<file path="config.mk">
export PLATFORM = sky130hd
export DESIGN_NAME = pcie_ltssm_polling
export DESIGN_NICKNAME = d
export VERILOG_FILES = /design/src/rtl/pcie_ltssm_polling.sv
export SDC_FILE = /design/constraint.sdc
export NUM_CORES = 1
export LEC_CHECK = 0
export CORE_ASPECT_RATIO = 0.7
export CORE_MARGIN = 4
export CORE_UTILIZATION = 30
export DETAILED_ROUTE_END_ITERATION = 8
export DONT_BUFFER_PORTS = 1
export PLACE_DENSITY_LB_ADDON = 0.25
export SKIP_LAST_GASP = 1
export SYNTH_ARGS = -nofsm -noshare
export SYNTH_HDL_FRONTEND = slang
export SYNTH_SLANG_ARGS = --single-unit
</file>
<file path="constraint.sdc">
create_clock -name clk -period 6.63 [get_ports clk]
set_input_delay 0.663 -clock clk [delete_from_list [all_inputs] [get_ports clk]]
set_output_delay 0.663 -clock clk [all_outputs]
set_load 0.005 [all_outputs]
</file>
<file path="src/rtl/pcie_ltssm_polling.sv">
// rtl/pcie_ltssm_polling.sv - PCIe LTSSM Polling sub-state machine (Active / Configuration)
module pcie_ltssm_polling #(
  parameter int TX_TS1_MIN = 1024,
  parameter int TX_TS2_MIN = 16,
  parameter int RX_CONSEC  = 8,
  parameter int T_ACTIVE   = 6000000,
  parameter int T_CONFIG   = 12000000,
  parameter int CNT_W      = 11,
  parameter int TMR_W      = 24
) (
  input  logic clk,
  input  logic reset_n,
  input  logic start,
  input  logic abort,
  input  logic rx_ts1_valid,
  input  logic rx_ts2_valid,
  input  logic rx_os_other,
  input  logic tx_os_ready,
  output logic tx_ts1_req,
  output logic tx_ts2_req,
  output logic polling_complete,
  output logic polling_invalid,
  output logic busy
);

  typedef enum logic [2:0] {
    ST_IDLE   = 3'd0,
    ST_ACTIVE = 3'd1,
    ST_CFG    = 3'd2,
    ST_DONE   = 3'd3,
    ST_FAIL   = 3'd4
  } state_e;

  // Thresholds pre-sized to the counter/timer widths so compares stay width-clean.
  localparam logic [CNT_W-1:0] TS1_MIN_C = CNT_W'(TX_TS1_MIN);
  localparam logic [CNT_W-1:0] TS2_MIN_C = CNT_W'(TX_TS2_MIN);
  localparam logic [CNT_W-1:0] RX_MIN_C  = CNT_W'(RX_CONSEC);
  localparam logic [TMR_W-1:0] T_ACT_END = TMR_W'(T_ACTIVE - 1);
  localparam logic [TMR_W-1:0] T_CFG_END = TMR_W'(T_CONFIG - 1);

  state_e           state_q,    state_d;
  logic [CNT_W-1:0] tx_cnt_q,   tx_cnt_d;
  logic [CNT_W-1:0] rx_cnt_q,   rx_cnt_d;
  logic [TMR_W-1:0] timer_q,    timer_d;
  logic             ts2_seen_q, ts2_seen_d;

  // RX qualification per sub-state; any disqualifying strobe wins over a good one.
  logic active_rx_clr, active_rx_inc;
  logic cfg_rx_clr,    cfg_rx_inc;
  logic active_exit,   cfg_exit;

  // Qualify RX strobes and evaluate exit conditions on registered counters.
  always_comb begin
    active_rx_clr = rx_os_other || (rx_ts1_valid && rx_ts2_valid);
    active_rx_inc = rx_ts1_valid ^ rx_ts2_valid;
    cfg_rx_clr    = rx_os_other || rx_ts1_valid;
    cfg_rx_inc    = rx_ts2_valid;
    active_exit   = (tx_cnt_q >= TS1_MIN_C) && (rx_cnt_q >= RX_MIN_C);
    cfg_exit      = ts2_seen_q && (tx_cnt_q >= TS2_MIN_C) && (rx_cnt_q >= RX_MIN_C);
  end

  // Next-state and counter update; abort beats start beats the sub-state logic.
  always_comb begin
    state_d    = state_q;
    tx_cnt_d   = tx_cnt_q;
    rx_cnt_d   = rx_cnt_q;
    timer_d    = timer_q;
    ts2_seen_d = ts2_seen_q;

    if (abort) begin
      state_d    = ST_IDLE;
      tx_cnt_d   = '0;
      rx_cnt_d   = '0;
      timer_d    = '0;
      ts2_seen_d = 1'b0;
    end else if (start) begin
      state_d    = ST_ACTIVE;
      tx_cnt_d   = '0;
      rx_cnt_d   = '0;
      timer_d    = '0;
      ts2_seen_d = 1'b0;
    end else begin
      case (state_q)
        ST_ACTIVE: begin
          timer_d = timer_q + 1'b1;
          // TS1 request is always up here, so ready alone marks a sent OS.
          if (tx_os_ready && (tx_cnt_q < TS1_MIN_C)) begin
            tx_cnt_d = tx_cnt_q + 1'b1;
          end
          if (active_rx_clr) begin
            rx_cnt_d = '0;
          end else if (active_rx_inc && (rx_cnt_q < RX_MIN_C)) begin
            rx_cnt_d = rx_cnt_q + 1'b1;
          end
          // Success is checked first so it wins a tie with the timeout.
          if (active_exit) begin
            state_d    = ST_CFG;
            tx_cnt_d   = '0;
            rx_cnt_d   = '0;
            timer_d    = '0;
            ts2_seen_d = 1'b0;
          end else if (timer_q == T_ACT_END) begin
            state_d = ST_FAIL;
          end
        end

        ST_CFG: begin
          timer_d = timer_q + 1'b1;
          if (rx_ts2_valid) begin
            ts2_seen_d = 1'b1;
          end
          // Sent TS2s only count once a TS2 has been heard from the partner.
          if (ts2_seen_q && tx_os_ready && (tx_cnt_q < TS2_MIN_C)) begin
            tx_cnt_d = tx_cnt_q + 1'b1;
          end
          if (cfg_rx_clr) begin
            rx_cnt_d = '0;
          end else if (cfg_rx_inc && (rx_cnt_q < RX_MIN_C)) begin
            rx_cnt_d = rx_cnt_q + 1'b1;
          end
          if (cfg_exit) begin
            state_d = ST_DONE;
          end else if (timer_q == T_CFG_END) begin
            state_d = ST_FAIL;
          end
        end

        ST_DONE, ST_FAIL: begin
          state_d    = ST_IDLE;
          tx_cnt_d   = '0;
          rx_cnt_d   = '0;
          timer_d    = '0;
          ts2_seen_d = 1'b0;
        end

        default: begin
          state_d = ST_IDLE;
        end
      endcase
    end
  end

  // State, counters and timer registers.
  always_ff @(posedge clk or negedge reset_n) begin
    if (!reset_n) begin
      state_q    <= ST_IDLE;
      tx_cnt_q   <= '0;
      rx_cnt_q   <= '0;
      timer_q    <= '0;
      ts2_seen_q <= 1'b0;
    end else begin
      state_q    <= state_d;
      tx_cnt_q   <= tx_cnt_d;
      rx_cnt_q   <= rx_cnt_d;
      timer_q    <= timer_d;
      ts2_seen_q <= ts2_seen_d;
    end
  end

  // Outputs are pure decodes of the registered state.
  always_comb begin
    tx_ts1_req       = (state_q == ST_ACTIVE);
    tx_ts2_req       = (state_q == ST_CFG);
    polling_complete = (state_q == ST_DONE);
    polling_invalid  = (state_q == ST_FAIL);
    busy             = (state_q == ST_ACTIVE) || (state_q == ST_CFG);
  end

endmodule
</file>
==> impl_metrics.yaml <==
worst_setup_path:
  critPathArrivalTime_ns: 2.98
  path_cells: "nor3b_1 -> a2111oi_0 -> a21oi_1 -> or4_1 -> o21ai_1"
  cp_slowest_cell: "a2111oi_0"
  crit_path_end_kind: "flip-flop"
  critical_path_buf_inv_count: 0
  crit_start: "state_q[2]"
  cp-start-kind: "flip-flop"
  crit_type: "flip-flop to flip-flop"
  critPathTopFamily: "compound AO/OA/AOI/OAI gates"
  path_max_fanout: 16
  cpPeakStageDelay_ns: 0.83
  r2r-start: "state_q[2]"
  cp.required_ns: 6.85
power:
  seqPwrFrac_pct: 52.2
  intPower_mw: 0.460
  switching_power_mw: 0.138
  switching_share_pct: 23.1
  ir_drop_mv: 0.116
  p_total_mw: 0.598
  leakagePower_nw: 1.27
  p_clk_share_pct: 42.2
  comb_power_share_pct: 5.7
  power_density_nw_per_um2: 191
clocking:
  tritoncts: "yes"
  h-tree-depth: 2
  clockBufferDepth: 2
  clock_latency_ns: 0.29
  root_buffer: "clkbuf_16"
  cts_resized: 0
  numCtsBuffers: 5
  cts.clk_slew.worst_paths_ns: 0.07
  post_cts_buffers: 0
  hold_buffers: 0
  cts.sinks: 50
synthesis:
  synth_ff_type: "dfrtp_1"
  netlist.area_leader.share_pct: 43.8
  ys_ff_latch: 50
  yosys.area.top_type: "dfrtp_1"
  syn_inst: 319
  seq_area_frac_synth_pct: 43.8
  yosysUniqueCellTypes: 49
  synthTopCellsByArea: "dfrtp_1, nor2_1, xnor2_1"
  synth_edf_count: 0
  syn_area_um2: 2860
  async_reset_ff_share_pct: 100
  yosys_warnings: 0
  syn-num-nets: 333
  syn_area_per_cell_um2: 8.96
drt:
  drc: 0
  initialDrtViolationCount: 93
  avgRoutedWirePerCell_um: 14.1
  via_per_inst: 5.22
  routed_wl_mm: 6.25
  ant_nets: 0
  drtPass1Iterations: 4
  num_vias: 2308
layout:
  final_area_um2: 3140
  drive_gt1_share_pct: 6.92
  fill_cells: 942
  fin_nets: 331
  final_common_cell: "dfrtp_1"
  n_antenna_cell: 0
  final_cell_mix: "dfrtp_1, nor2_1, o21ai_0, nand3_1, nand2_1"
  finalCoreUtilization_pct: 34.2
  area_delta_synth_final_pct: 9.72
timing:
  min_period_ns: 2.75
  setup_viol_count_final: 0
  fin_tns_setup_ns: 0
  fin_crit_sh_pct: 41.5
  slew_viol_final: 0
  max_slew_margin_pct: 29.5
  final_hold_viol_count: 0
  rsz0062_at_grt: "false"
  skew_ns: 0.00883
  worstMarginPinSlew_ns: 1.06
  max_freq_mhz: 363
min_path:
  min_path_type: "primary input to asynchronous set/reset pin"
placed_design:
  hpwl_mm: 4.45
  place.gp.congestion: 0.769
  io_buffers: 0
  dpl_cell_area_um2: 2990
floorplan:
  die_w_um: 125
  rows: 29
  start_util_pct: 31.1
  core_area_um2: 9180
  die_y_um: 89.7
  io-pin-count: 13
  die_area_um2: 11200
global_route:
  track_usage_pct: 12.0
  antenna_found_initial: 0
  grt_pass1_vias: 2129
  grt_max_degree: 51
  globalRouteOverflowTotal: 0
  grt_first_pass_wirelength_mm: 11.0
outcome:
  status: "complete, no violations"
job:
  drv_cap: 0
state kept, by name (all words and copies together) (netlist names):
signal	cells
tx_cnt_q	11
timer_q	24
rx_cnt_q	11
ts2_seen_q	1
state_q	3
worst paths after layout:
| kind | slack [ns] | cells past startpoint | end |
|---|---|---|---|
| setup / recovery | 3.88 | 5 | timer_q[22] |
| hold / removal | 0.06 | 0 | rx_cnt_q[7] |
| setup reg to reg | 3.88 | 5 | timer_q[22] |
| hold reg to reg | 0.53 | 2 | rx_cnt_q[10] |
| max in group asynchronous | 6.48 | 0 | timer_q[11] |
| min in group clk | 0.53 | 2 | rx_cnt_q[10] |
cells in the mapped netlist (all sizes together) (10+ instances only):
cell,n
clkbuf,10
dfrtp,50
inv,13
nand2,17
nand3,18
nand4,14
nor2,43
nor4,12
o21ai,18
xnor2,12
cells by family (layout without fill, tap and decap cells):
family	Yosys count	count (layout)	share of synthesized area, %
flops	50	50	43.8
mux	4	4	1.49
xor+xnor	14	14	4.29
compound gates	65	65	15.5
fa+ha+maj	6	6	2.63
simple gates	155	155	28.9
buf+inv	25	24	3.37
power groups by stage:
stage | registers [mW] | logic (mW) | clock network, mW
after floorplan | 0.317 | 0.0264 | 0
after global placement | 0.318 | 0.0340 | 0
after detailed placement | 0.318 | 0.0339 | 0
after CTS | 0.312 | 0.0343 | 0.259
after global routing | 0.312 | 0.0383 | 0.274
final | 0.312 | 0.0339 | 0.252
layout make-up:
class / instances / area, µm² / share of cell area [%]
clock buffers: 6 / 129 / 4.11
inverters: 13 / 48.8 / 1.56
multi-input cells: 244 / 1520 / 48.3
repair buffers: 3 / 22.5 / 0.718
clock inverters: 2 / 13.8 / 0.439
flip-flops and latches: 50 / 1250 / 39.9
well taps: 124 / 155 / 4.95
stage by stage:
step | setup slack [ns] | std cells | hold WS [ns]
after floorplan | 4.28 | 319 | 0.367
after global placement | 4.00 | 434 | 0.371
after detailed placement | 3.89 | 434 | 0.371
after CTS | 3.88 | 442 | 0.0523
after global routing | 3.64 | 442 | 0.0442
final | 3.88 | 442 | 0.0588
metal layers:
metal  vias up  global-route usage [%]  routed length, µm
met5         -                       0                  0
met4         0                    3.28                 51
met3         5                    3.25                212
met2        24                    17.7               2600
met1      1108                    17.5               3380
li1       1171                       -                  -
Power figures use the tool's default switching activity.
